`config.mk`:
```
export PLATFORM = sky130hd
export DESIGN_NAME = fetch_miss_ctrl
export DESIGN_NICKNAME = d
export VERILOG_FILES = /design/src/rtl/op_pkg.sv /design/src/rtl/sat_counter.sv /design/src/rtl/fetch_miss_ctrl.sv
export SDC_FILE = /design/constraint.sdc
export NUM_CORES = 1
export LEC_CHECK = 0
export ABC_AREA = 1
export BUFFER_PORTS_ARGS = -buffer_cell sky130_fd_sc_hd__buf_4
export CORE_AREA = 2 2 504 506
export CTS_CLUSTER_SIZE = 28
export DETAILED_ROUTE_END_ITERATION = 12
export DIE_AREA = 0 0 506 508
export HOLD_SLACK_MARGIN = 0.08
export PLACE_DENSITY = 0.3
export SLEW_MARGIN = 20
export SYNTH_ARGS = -nofsm -noshare
export SYNTH_HDL_FRONTEND = slang
export SYNTH_HIERARCHICAL = 1
export SYNTH_SLANG_ARGS = --single-unit
```
`constraint.sdc`:
```
create_clock -name clk_in -period 1.9 [get_ports clk_in]
set_input_delay 0.19 -clock clk_in [delete_from_list [all_inputs] [get_ports clk_in]]
set_output_delay 0.19 -clock clk_in [all_outputs]
set_load 0.02 [all_outputs]
```
`src/rtl/op_pkg.sv`:
```
// Shared types and constants for the fetch-side L1I miss controller.
package op_pkg;

    typedef enum logic [1:0] {
        FM_IDLE  = 2'd0,
        FM_REQ   = 2'd1,
        FM_WAIT  = 2'd2,
        FM_DRAIN = 2'd3
    } fetch_miss_state_e;

    localparam int FETCH_LINE_BYTES = 64;

endpackage

```
`src/rtl/sat_counter.sv`:
```
// Saturating up-counter: sticks at all-ones instead of wrapping.
module sat_counter #(
    parameter int WIDTH = 32
) (
    input  logic             clk_i,
    input  logic             rst_ni,
    input  logic             inc_i,
    output logic [WIDTH-1:0] count_o
);

    logic [WIDTH-1:0] count_q;

    // Count enabled cycles until the all-ones ceiling.
    always_ff @(posedge clk_i or negedge rst_ni) begin
        if (!rst_ni) begin
            count_q <= {WIDTH{1'b0}};
        end else if (inc_i && (count_q != {WIDTH{1'b1}})) begin
            count_q <= count_q + {{(WIDTH-1){1'b0}}, 1'b1};
        end
    end

    assign count_o = count_q;

endmodule

```
`src/rtl/fetch_miss_ctrl.sv`:
```
// L1I refill sequencer for L0 misses: one outstanding request, forwards the
// returned line with its PC to fetch, and discards responses orphaned by a flush.
module fetch_miss_ctrl
    import op_pkg::*;
#(
    parameter int PC_WIDTH         = 64,
    parameter int CACHE_LINE_WIDTH = FETCH_LINE_BYTES,
    parameter int PERF_CNT_WIDTH   = 32
) (
    input  logic                      clk_in,
    input  logic                      rst_N_in,
    input  logic                      flush_in,
    input  logic                      bp_pc_valid,
    input  logic                      bp_l0_hit,
    input  logic [PC_WIDTH-1:0]       pred_pc,
    output logic                      bp_ready,
    output logic                      l1i_req_valid,
    input  logic                      l1i_req_ready,
    output logic [PC_WIDTH-1:0]       l1i_req_addr,
    input  logic                      l1i_resp_valid,
    input  logic [7:0]                l1i_resp_line [CACHE_LINE_WIDTH],
    output logic                      l1i_line_valid,
    output logic [7:0]                l1i_line_out [CACHE_LINE_WIDTH],
    output logic [PC_WIDTH-1:0]       l1i_pc_out,
    output logic [PERF_CNT_WIDTH-1:0] miss_count,
    output logic [PERF_CNT_WIDTH-1:0] stall_count
);

    localparam int BLOCK_OFFSET_BITS = $clog2(CACHE_LINE_WIDTH);
    localparam logic [PC_WIDTH-1:0] ALIGN_MASK =
        ~((PC_WIDTH'(1) << BLOCK_OFFSET_BITS) - PC_WIDTH'(1));

    fetch_miss_state_e   state_q;
    logic                bp_ready_q;
    logic                req_valid_q;
    logic [PC_WIDTH-1:0] req_addr_q;
    logic [PC_WIDTH-1:0] miss_pc_q;
    logic                line_valid_q;
    logic [PC_WIDTH-1:0] pc_out_q;
    logic [7:0]          line_q [CACHE_LINE_WIDTH];
    logic                miss_inc_s;
    logic                stall_inc_s;

    // Miss sequencing FSM; all fetch/L1I-facing outputs are registered here.
    always_ff @(posedge clk_in or negedge rst_N_in) begin
        if (!rst_N_in) begin
            state_q      <= FM_IDLE;
            bp_ready_q   <= 1'b1;
            req_valid_q  <= 1'b0;
            req_addr_q   <= {PC_WIDTH{1'b0}};
            miss_pc_q    <= {PC_WIDTH{1'b0}};
            line_valid_q <= 1'b0;
            pc_out_q     <= {PC_WIDTH{1'b0}};
            for (int i = 0; i < CACHE_LINE_WIDTH; i++) begin
                line_q[i] <= 8'h00;
            end
        end else begin
            line_valid_q <= 1'b0;
            case (state_q)
                FM_IDLE: begin
                    if (bp_pc_valid && !bp_l0_hit && !flush_in) begin
                        state_q     <= FM_REQ;
                        miss_pc_q   <= pred_pc;
                        req_addr_q  <= pred_pc & ALIGN_MASK;
                        req_valid_q <= 1'b1;
                        bp_ready_q  <= 1'b0;
                    end
                end
                FM_REQ: begin
                    if (flush_in) begin
                        state_q     <= FM_IDLE;
                        req_valid_q <= 1'b0;
                        bp_ready_q  <= 1'b1;
                    end else if (l1i_req_ready) begin
                        state_q     <= FM_WAIT;
                        req_valid_q <= 1'b0;
                    end
                end
                FM_WAIT: begin
                    // A flush coinciding with the response drops it without draining.
                    if (l1i_resp_valid) begin
                        state_q    <= FM_IDLE;
                        bp_ready_q <= 1'b1;
                        if (!flush_in) begin
                            line_valid_q <= 1'b1;
                            line_q       <= l1i_resp_line;
                            pc_out_q     <= miss_pc_q;
                        end
                    end else if (flush_in) begin
                        state_q <= FM_DRAIN;
                    end
                end
                FM_DRAIN: begin
                    if (l1i_resp_valid) begin
                        state_q    <= FM_IDLE;
                        bp_ready_q <= 1'b1;
                    end
                end
                default: begin
                    state_q     <= FM_IDLE;
                    bp_ready_q  <= 1'b1;
                    req_valid_q <= 1'b0;
                end
            endcase
        end
    end

    assign miss_inc_s  = (state_q == FM_REQ) && l1i_req_ready && !flush_in;
    assign stall_inc_s = !bp_ready_q;

    sat_counter #(.WIDTH(PERF_CNT_WIDTH)) u_miss_cnt (
        .clk_i   (clk_in),
        .rst_ni  (rst_N_in),
        .inc_i   (miss_inc_s),
        .count_o (miss_count)
    );

    sat_counter #(.WIDTH(PERF_CNT_WIDTH)) u_stall_cnt (
        .clk_i   (clk_in),
        .rst_ni  (rst_N_in),
        .inc_i   (stall_inc_s),
        .count_o (stall_count)
    );

    assign bp_ready       = bp_ready_q;
    assign l1i_req_valid  = req_valid_q;
    assign l1i_req_addr   = req_addr_q;
    assign l1i_line_valid = line_valid_q;
    assign l1i_line_out   = line_q;
    assign l1i_pc_out     = pc_out_q;

endmodule

```
==> results of run 1 <==
## flip-flops by register name, indices dropped and copies added (netlist names)
name / cells
u_miss_cnt/count_o: 32
u_stall_cnt/count_o: 32
l1i_line_valid: 1
l1i_pc_out: 64
l1i_req_valid: 1
l1i_req_addr: 1
bp_ready: 1
l1i_line_out: 512
miss_pc_q: 63
state_q: 2
## cell usage in the layout, fill, tap and decap left out, types with 3 or more instances in the layout
cell type      Yosys  layout
nor3_1             3       3
nand3_2            2       3
buf_12             0      47
nor2_2             5       9
nand2_1         2001    2001
inv_1            127     126
clkinv_4           0       4
clkinvlp_4         0       6
o21ai_1           18      18
nor2_4             8       8
nor2_1           136     132
clkbuf_8           0      28
nand2_2           13      13
a21oi_1           29      29
nand3_1           53      50
nand4_1           23      23
diode_2            0      29
clkbuf_16          0     101
o21ai_0           52      52
inv_6              0       3
clkinv_2           0      23
clkinv_16          0       3
buf_4             81    1395
conb_1             1       6
xnor2_1           14      14
nand2_4            3       3
inv_2              4       4
dfrtp_1          708     708
dlygate4sd3_1      0     605
clkbuf_1           6      16
nand3b_1          16      16
## final cells by class
class	count	area, um^2	area share
repair buffers	2050	17510	0.3303
flip-flops and latches	709	17750	0.3348
inverters	132	503.0	0.009489
diodes	29	72.57	0.001369
well taps	3366	4212	0.07946
clock inverters	43	411.6	0.007766
clock buffers	145	2973	0.05609
multi-input cells	2390	9579	0.1807
## kinds of logic after synthesis
logic type,synth area share
DFF,0.6099
adders and majority gates,0.0008600
buffers and inverters,0.06296
and+or+nand+nor,0.3032
other,0.0001289
xor gates and xnor gates,0.004817
AOI/OAI and AO/OA,0.01811
## synth_stat cells
master	count
nand2_1	2001
dfrtp_1	708
nor2_1	136
inv_1	127
buf_2	119
buf_4	81
nand3_1	53
o21ai_0	52
a21oi_1	29
nand4_1	23
o21ai_1	18
nand3b_1	16
xnor2_1	14
nand2_2	13
buf_6	8
nor2_4	8
clkbuf_1	6
nor2_2	5
inv_2	4
nand2_4	3
nor3_1	3
ha_1	2
nand3_2	2
o21bai_1	2
xor2_1	2
a21oi_2	1
buf_8	1
clkbuf_2	1
clkinv_1	1
conb_1	1
dfstp_2	1
o21a_1	1
## worst max-delay path: stages
cell and delay, ns:
dlygate4sd3_1 0.57, buf_4 0.16, nor2_1 0.08, dlygate4sd3_1 0.57
nand3_2 0.12, nand3_2 0.11, dlygate4sd3_1 0.57, nand2_1 0.06
nand2_1 0.05
## timing repair
item                        CTS  global route
buffers inserted              1             1
resized for setup             2             9
setup endpoints to repair     1            12
hold endpoints to repair   1139             0
pin swaps                     0             1
hold buffers                605             0
## through the flow
step / TNS (ns) / std cells / util / hold slack, ns / total power, W
after floorplan: 0 / 3447 / - / -0.1056 / 0.03631
after global placement: 0 / 8040 / 0.1722 / 0.2490 / 0.05174
after detailed placement: 0 / 8040 / 0.1722 / 0.2564 / 0.05174
after CTS: 0 / 8834 / 0.2097 / 0.08005 / 0.07320
after global routing: -0.03591 / 8845 / 0.2099 / 0.1294 / 0.07578
final: 0 / 8864 / 0.2101 / 0.1997 / 0.07141
## worst max-delay path by stage
stage                                      start                       to  slack, ns  cells past startpoint
after CTS                               bp_ready  u_stall_cnt/count_o[28]      0.006                      9
after global placement                state_q[1]   u_miss_cnt/count_o[26]       0.06                     12
final                                   flush_in            l1i_req_valid       0.06                      9
after detailed placement              state_q[1]   u_miss_cnt/count_o[18]       0.10                     12
after global routing                    bp_ready  u_stall_cnt/count_o[28]      -0.02                      9
after floorplan           u_stall_cnt/count_o[1]   u_stall_cnt/count_o[4]       0.14                     10
## per-layer routing
metal,vias up,track usage
met1,14110,0.1663
met2,1096,0.2227
met3,283,0.05269
met5,-,0
li1,14340,-
met4,70,0.03748
## where the power goes
part / internal [W] / leakage, nW / total [W] / switching [W]
logic: 0.0111 / 16.4 / 0.0278 / 0.0167
clock network: 0.0112 / 1.67 / 0.0193 / 0.00813
registers: 0.0205 / 9.20 / 0.0243 / 0.00377
==> impl_metrics.env, run 1 <==
export IMPL_status="finished, final reports clean"
export IMPL_syn2layout_area_growth_pct=82.19
export IMPL_cp_end_kind="register"
export IMPL_clock_latency_ns=0.74
export IMPL_wirelength_met1_mm=76.15
export IMPL_fin_area_um2=53000
export IMPL_grt_pass1_wl_mm=250.5
export IMPL_io_pins=1290
export IMPL_required_ns=2.53
export IMPL_h_tree_depth=3
export IMPL_portBuffers=1283
export IMPL_final_nets=5968
export IMPL_wl_met3_mm=16.02
export IMPL_start_util=0.1153
export IMPL_timing_worst_setup_path_type="input port to register"
export IMPL_max_cap_viol_count=0
export IMPL_holdPathStages=4
export IMPL_wl_per_cell_um=20.41
export IMPL_hp_class="input port to register"
export IMPL_r2r_end="l1i_req_valid"
export IMPL_peakVddDrop_uv=713.1
export IMPL_finalCriticalPeriod_ns=1.844
export IMPL_grt_antenna_before_repair=107
export IMPL_drtAntennaViolNets=0
export IMPL_max_slew_margin=0.4731
export IMPL_die_w_um=506
export IMPL_synthCells=3442
export IMPL_start_kind="input port"
export IMPL_clock_skew_ns=0.05562
export IMPL_power_density_nw_per_um2=1347
export IMPL_first_iter_violations=1509
export IMPL_fillers=28150
export IMPL_cts_buffer_depth=3
export IMPL_rrSetupSlack_ns=0.15
export IMPL_leakage_nw=27.22
export IMPL_cts_tree="built"
export IMPL_worst_slack_ns=0.05597
export IMPL_path_max_fanout=4
export IMPL_via_per_inst=3.372
export IMPL_hold_viol_final=0
export IMPL_pre_cts_slack_ns=0.1025
export IMPL_drive_above_1_share=0.3041
export IMPL_die_height_um=508
export IMPL_coreArea_um2=252300
export IMPL_synth_cell_area_um2=29090
export IMPL_rows=185
export IMPL_wl_met2_mm=83.63
export IMPL_root_buffer="clkbuf_16"
export IMPL_ys_top_cells_by_area="dfrtp_1, nand2_1, buf_4"
export IMPL_place_area_um2=43440
export IMPL_firstDrtPassIters=5
export IMPL_yosysTopAreaCell="dfrtp_1"
export IMPL_ys_ff_latch=709
export IMPL_cts_num_sinks=709
export IMPL_grt_max_degree=71
export IMPL_yosysUniqueCellTypes=32
export IMPL_slew_violations=0
export IMPL_yosys_area_top_type_share=0.6090
export IMPL_die_area_um2=257000
export IMPL_setup_viol=0
export IMPL_track_usage=0.1364
export IMPL_grt_overflow=0
export IMPL_cp_arrival_ns=2.48
export IMPL_rsz0062_at_grt="yes"
export IMPL_hold_path_end="l1i_line_out[319]"
export IMPL_worst_pin_slew_ns=0.7878
export IMPL_rr_worst_depth=7
export IMPL_ys_seq_area_frac=0.6099
export IMPL_fmax_mhz=542.3
export IMPL_ys_warnings_count=6
export IMPL_dp_hpwl_mm=145.3
export IMPL_r2r_start="state_q[0]"
export IMPL_drt_total_wl_mm=181.0
export IMPL_numCtsBuffers=100
export IMPL_via_count=29890
export IMPL_syn_avg_cell_area_um2=8.452
export IMPL_grt_pass1_vias=31480
export IMPL_fin_crit_sh=0.9705
export IMPL_min_from="l1i_resp_line[319]"
export IMPL_top_layer_used="met5"
export IMPL_gp_congestion=0.8309
export IMPL_clk_pin_slew_ns=0.06
export IMPL_drcViolationCount=0
No activity file was read; power rests on OpenSTA's default activity.
==> run 2: changes to the inputs <==
--- a/config.mk
+++ b/config.mk
@@ -7,12 +7,13 @@
 export LEC_CHECK = 0
 export ABC_AREA = 1
 export BUFFER_PORTS_ARGS = -buffer_cell sky130_fd_sc_hd__buf_4
-export CORE_AREA = 2 2 504 506
+export CORE_AREA = 2 2 502 504
 export CTS_CLUSTER_SIZE = 28
 export DETAILED_ROUTE_END_ITERATION = 12
-export DIE_AREA = 0 0 506 508
+export DIE_AREA = 0 0 504 506
 export HOLD_SLACK_MARGIN = 0.08
 export PLACE_DENSITY = 0.3
+export REMOVE_ABC_BUFFERS = 1
 export SLEW_MARGIN = 20
 export SYNTH_ARGS = -nofsm -noshare
 export SYNTH_HDL_FRONTEND = slang
==> constraint.sdc (replaced) <==
create_clock -name clk_in -period 1.9 [get_ports clk_in]
set_input_delay 0 -clock clk_in [delete_from_list [all_inputs] [get_ports clk_in]]
set_output_delay 0 -clock clk_in [all_outputs]
set_load 0.02 [all_outputs]
==> run 2 against run 1 <==
Via count increased by 7.8%. Power increased by 1.6%. Combinational power increased by 3%. Sequential power about the same. Register-to-register slack got worse by 0.06 ns. Clock skew decreased by 0.016 ns. Highest routed layer unchanged. Maximum frequency decreased by 1.9%. Critical path depth increased by 1. Setup slack got worse by 0.036 ns. Utilization increased by 2.4 points.
==> impl_metrics.env, run 2 (same netlist as run 1, synthesis figures left out) <==
export IMPL_status="finished, final reports clean"
export IMPL_root_buffer="clkbuf_16"
export IMPL_clk_pin_slew_ns=0.06
export IMPL_final_common_cell="nand2_1"
export IMPL_cp_arrival_ns=2.54
export IMPL_place_area_um2=43880
export IMPL_firstDrtPassIters=6
export IMPL_first_iter_violations=1698
export IMPL_rr_worst_depth=6
export IMPL_clock_skew_ns=0.03933
export IMPL_die_area_um2=255000
export IMPL_drt_total_wl_mm=189.4
export IMPL_portBuffers=1283
export IMPL_peakVddDrop_uv=716.4
export IMPL_h_tree_depth=3
export IMPL_via_count=32230
export IMPL_start_util=0.1164
export IMPL_grt_pass1_vias=33600
export IMPL_hold_viol_final=0
export IMPL_min_from="l1i_resp_line[261]"
export IMPL_whs_ns=0.1451
export IMPL_rows=184
export IMPL_timing_worst_setup_path_type="input port to register"
export IMPL_fillers=27760
export IMPL_setup_viol=0
export IMPL_wl_per_cell_um=20.17
export IMPL_start_kind="input port"
export IMPL_rsz0062_at_grt="no"
export IMPL_die_height_um=506
export IMPL_gp_congestion=0.8343
export IMPL_holdPathStages=4
export IMPL_use_met1=0.1863
export IMPL_cts_buffer_depth=3
export IMPL_hp_class="input port to register"
export IMPL_track_usage=0.1448
export IMPL_drive_above_1_share=0.2819
export IMPL_finalCriticalPeriod_ns=1.880
export IMPL_fin_area_um2=58450
export IMPL_slowest_delay_ns=0.57
export IMPL_required_ns=2.56
export IMPL_dp_hpwl_mm=152.0
export IMPL_hold_path_end="l1i_line_out[261]"
export IMPL_rrSetupSlack_ns=0.09
export IMPL_crit_chain="dlygate4sd3_1 -> buf_4 -> nor2_1 -> buf_4 -> nand2_1 -> dlygate4sd3_1 -> nand2_1 -> nand3_1 -> dlygate4sd3_1 -> inv_1"
export IMPL_grt_overflow=0
export IMPL_busiest_layer="met2"
export IMPL_crit_path_frequent_cell="dlygate4sd3_1"
export IMPL_grt_antenna_before_repair=109
export IMPL_slew_violations=0
export IMPL_io_pins=1290
export IMPL_via_per_inst=3.432
export IMPL_drcViolationCount=0
export IMPL_fin_crit_sh=0.9895
export IMPL_gr_usage_met3=0.04740
export IMPL_final_nets=6511
export IMPL_cp_end_kind="register"
export IMPL_power_density_nw_per_um2=1242
export IMPL_max_cap_viol_count=0
export IMPL_drtAntennaViolNets=0
export IMPL_die_w_um=504
export IMPL_coreArea_um2=250000
export IMPL_syn2layout_area_growth_pct=100.9
export IMPL_r2r_start="state_q[0]"
export IMPL_largest_reg_flops=512
export IMPL_leakage_nw=29.55
export IMPL_r2r_end="miss_pc_q[49]"
export IMPL_numCtsBuffers=99
export IMPL_clock_latency_ns=0.75
export IMPL_fmax_mhz=531.9
export IMPL_grt_pass1_wl_mm=264.6
export IMPL_grt_use_met2=0.2328
export IMPL_cts_tree="built"
export IMPL_path_max_fanout=5
export IMPL_cts_num_sinks=709
export IMPL_slowest_stage="dlygate4sd3_1"
export IMPL_mostFrequentLayoutCells="nand2_1, buf_4, dlygate4sd3_1"
export IMPL_grt_max_degree=75
run 2: cell count changes in the layout (fill, tap and decap cells not counted), sizes merged:
cell,previous run,this run
buf,1445,1496
bufinv,2,10
clkbuf,145,144
clkinv,31,17
clkinvlp,6,1
diode,29,43
dlygate4sd3,605,1098
inv,136,134
run 2: report_power, final:
group	total (W)	switching [W]	internal, W
logic	0.0286	0.0168	0.0118
clock network	0.0197	0.00790	0.0118
registers	0.0243	0.00377	0.0205
run 2: cell type report:
cell class / count / area [um^2] / share of cell area
Antenna cell: 43 / 107.6 / 0.001841
Multi-Input combinational cell: 2390 / 9564 / 0.1636
Tap cell: 3348 / 4189 / 0.07167
Clock inverter: 30 / 536.8 / 0.009183
Clock buffer: 144 / 2867 / 0.04904
Inverter: 132 / 508.0 / 0.008691
Timing Repair Buffer: 2594 / 22930 / 0.3923
Sequential cell: 709 / 17750 / 0.3037
run 2: timing repair:
action,in CTS,in global routing
setup endpoints to repair,0,27
resized for setup,0,7
hold buffers,1099,0
hold endpoints to repair,1307,0
buffers inserted,0,2
run 2: worst max-delay path by stage:
stage | start | to | cells past startpoint
6_report | flush_in | state_q[1] | 10
3_5_place_dp | u_stall_cnt/count_o[19] | u_stall_cnt/count_o[4] | 8
5_1_grt | u_stall_cnt/count_o[29] | u_stall_cnt/count_o[4] | 9
3_3_place_gp | u_stall_cnt/count_o[22] | u_stall_cnt/count_o[22] | 9
4_1_cts | state_q[0] | l1i_line_out[307] | 7
2_1_floorplan | state_q[0] | l1i_line_valid | 3
run 2: critical path, delay by kind of cell:
| family | cells | cell delay (ns) |
|---|---|---|
| buffers and inverters | 6 | 2.07 |
| and+or+nand+nor | 4 | 0.46 |
run 2: per-stage QoR:
stage	instances	setup TNS, ns	utilization	setup WS (ns)	power (W)
2_1_floorplan	3231	-7496.99	-	-13.34	0.03550
3_3_place_gp	8072	0	0.1755	0.04392	0.05169
3_5_place_dp	8072	0	0.1755	0.06854	0.05173
4_1_cts	9345	0	0.2332	0.01675	0.07423
5_1_grt	9373	0	0.2336	0.001523	0.07690
6_report	9390	0	0.2338	0.01995	0.07258
run 2: metal layers:
layer / vias to the layer above / wire length (um)
li1: 15440 / -
met1: 15390 / 83950
met2: 1115 / 86030
met3: 222 / 15080
met4: 62 / 3943
met5: - / 401
==> run 3: changes to the inputs <==
--- a/config.mk
+++ b/config.mk
@@ -6,14 +6,15 @@
 export NUM_CORES = 1
 export LEC_CHECK = 0
 export ABC_AREA = 1
-export BUFFER_PORTS_ARGS = -buffer_cell sky130_fd_sc_hd__buf_4
 export CORE_AREA = 2 2 502 504
 export CTS_CLUSTER_SIZE = 28
 export DETAILED_ROUTE_END_ITERATION = 12
 export DIE_AREA = 0 0 504 506
+export DONT_BUFFER_PORTS = 1
 export HOLD_SLACK_MARGIN = 0.08
 export PLACE_DENSITY = 0.3
 export REMOVE_ABC_BUFFERS = 1
+export SETUP_SLACK_MARGIN = 0.15
 export SLEW_MARGIN = 20
 export SYNTH_ARGS = -nofsm -noshare
 export SYNTH_HDL_FRONTEND = slang
==> run 3 against run 2 <==
The flow now finishes with violations (hold timing). Die area unchanged. Design area fell by 15%. Wire length is 5.6% lower. Via count shrank 13%. Flip-flop and latch count did not move. Hold slack worse by 1.2 ns. Utilization is 3.5 points lower. Sequential power rose by 38%. Setup slack better by 0.17 ns. Cell count decreased by 13%. Critical path type is now register to register.
==> impl_metrics.env, run 3 (same netlist as run 1, synthesis figures left out) <==
export IMPL_total_power_w=0.06406
export IMPL_rows=184
export IMPL_fmax_mhz=584.9
export IMPL_clock_latency_ns=0.76
export IMPL_peakVddDrop_uv=705.9
export IMPL_die_area_um2=255000
export IMPL_grt_pass1_vias=29080
export IMPL_timing_worst_setup_path_type="register to register"
export IMPL_ff_latch_area_um2=17760
export IMPL_h_tree_depth=3
export IMPL_cts_tree="built"
export IMPL_switching_share=0.4203
export IMPL_mostFrequentLayoutCells="nand2_1, dlygate4sd3_1, dfrtp_1"
export IMPL_grt_overflow=0
export IMPL_p_switching_w=0.02693
export IMPL_clock_skew_ns=0.02861
export IMPL_pre_cts_slack_ns=0.08560
export IMPL_fillers=27580
export IMPL_gp_congestion=0.8911
export IMPL_drtAntennaViolNets=0
export IMPL_final_common_cell="nand2_1"
export IMPL_syn2layout_area_growth_pct=70.68
export IMPL_slew_violations=0
export IMPL_wl_per_cell_um=21.90
export IMPL_root_buffer="clkbuf_16"
export IMPL_cp_arrival_ns=2.35
export IMPL_cp_end_kind="register"
export IMPL_path_max_fanout=58
export IMPL_numCtsBuffers=96
export IMPL_die_w_um=504
export IMPL_track_usage=0.1350
export IMPL_intPower_w=0.03714
export IMPL_drive_above_1_share=0.09837
export IMPL_fin_setup_tns_ns=0
export IMPL_cts_num_sinks=709
export IMPL_worst_slack_ns=0.1903
export IMPL_die_height_um=506
export IMPL_portBuffers=0
export IMPL_pwr_share_comb=0.160
export IMPL_finalCriticalPeriod_ns=1.710
export IMPL_leakage_nw=23.54
export IMPL_dp_hpwl_mm=136.7
export IMPL_drcViolationCount=0
export IMPL_hold_viol_final=350
export IMPL_status="finished, violations left"
export IMPL_coreArea_um2=250000
export IMPL_grt_pass1_wl_mm=243.5
export IMPL_largest_reg_flops=512
export IMPL_worst_pin_slew_ns=0.8739
export IMPL_seqPwrFrac=0.524
export IMPL_firstDrtPassIters=5
export IMPL_power_density_nw_per_um2=1290
export IMPL_whs_ns=-1.069
export IMPL_start_kind="register"
export IMPL_place_area_um2=34160
export IMPL_hp_class="input port to asynchronous set/reset pin"
export IMPL_clock_power_share=0.316
export IMPL_via_per_inst=3.424
export IMPL_start_util=0.1164
export IMPL_grt_antenna_before_repair=84
export IMPL_violations="hold timing"
export IMPL_setup_viol=0
export IMPL_fin_area_um2=49660
export IMPL_first_iter_violations=2020
export IMPL_rsz0062_at_grt="yes"
export IMPL_max_slew_margin=0.4174
export IMPL_cts_buffer_depth=3
export IMPL_via_count=27970
export IMPL_drt_total_wl_mm=178.9
export IMPL_fin_crit_sh=0.8998
export IMPL_final_nets=5283
export IMPL_grt_max_degree=710
export IMPL_clk_pin_slew_ns=0.06
export IMPL_required_ns=2.54
export IMPL_multi_input_area_um2=9644
export IMPL_io_pins=1290
export IMPL_max_cap_viol_count=0
[run 3: cell types whose count changed in the layout (fill, tap and decap cells not counted), moves of 8 or more]
cell,delta
clkbuf_1,-8
buf_16,+11
dlygate4sd3_1,+35
nor2_1,-10
buf_12,-15
buf_4,-1271
buf_6,+10
[run 3: area by class of cell]
class,instances,area share
Timing Repair Buffer,1369,0.2813
Antenna cell,43,0.002167
Clock inverter,51,0.01605
Sequential cell,709,0.3576
Multi-Input combinational cell,2390,0.1942
Inverter,132,0.01013
Tap cell,3348,0.08436
Clock buffer,127,0.05417
[run 3: what timing repair did]
item                                    in CTS  in global routing
resized for setup                           10                 49
buffers inserted                             0                  9
pin swaps                                    0                  5
endpoints found under the setup margin      74                340
hold buffers                              1129                  5
cloned                                       0                  5
hold endpoints to repair                  1345                329
[run 3: power groups by stage]
stage / clock network [W] / registers, W / logic, W
after floorplan: 0 / 0.0301 / 0.00536
after global placement: 0 / 0.0342 / 0.00747
after detailed placement: 0 / 0.0340 / 0.00766
after CTS: 0.0210 / 0.0339 / 0.00986
after global routing: 0.0215 / 0.0342 / 0.0118
final: 0.0202 / 0.0336 / 0.0103
[run 3: final timing paths]
kind	from	cells past startpoint	endpoint	slack [ns]
max reg2reg	state_q[0]	6	miss_pc_q[45]	0.19
min in group clk_in	l1i_resp_line[4]	3	l1i_line_out[4]	0.12
min	rst_N_in	0	l1i_line_out[91]	-1.07
min reg2reg	miss_pc_q[0]	2	l1i_pc_out[0]	0.48
max	state_q[0]	6	miss_pc_q[45]	0.19
max in group asynchronous	rst_N_in	3	u_miss_cnt/count_o[2]	0.45
[run 3: stage by stage]
step | util | instances
floorplan | - | 3231
global placement | 0.1366 | 6795
detailed placement | 0.1366 | 6795
CTS | 0.1959 | 8102
global route | 0.1985 | 8160
finish | 0.1986 | 8169
[run 3: critical path: stages, from the launching register on]
cell and delay [ns]:
dfrtp_2 0.45, nor2_1 0.24, nand3_4 0.13, buf_12 0.18, nor2_1 0.24, buf_4 0.18, a21oi_1 0.04
[run 3: metal layers]
layer	global-route usage	part of all wire	vias to the layer above
met2	0.2176	0.46	1285
met1	0.1670	0.42	13390
met4	0.04359	0.030	58
met3	0.04810	0.087	266
met5	0	0.0021	-
li1	-	-	12980
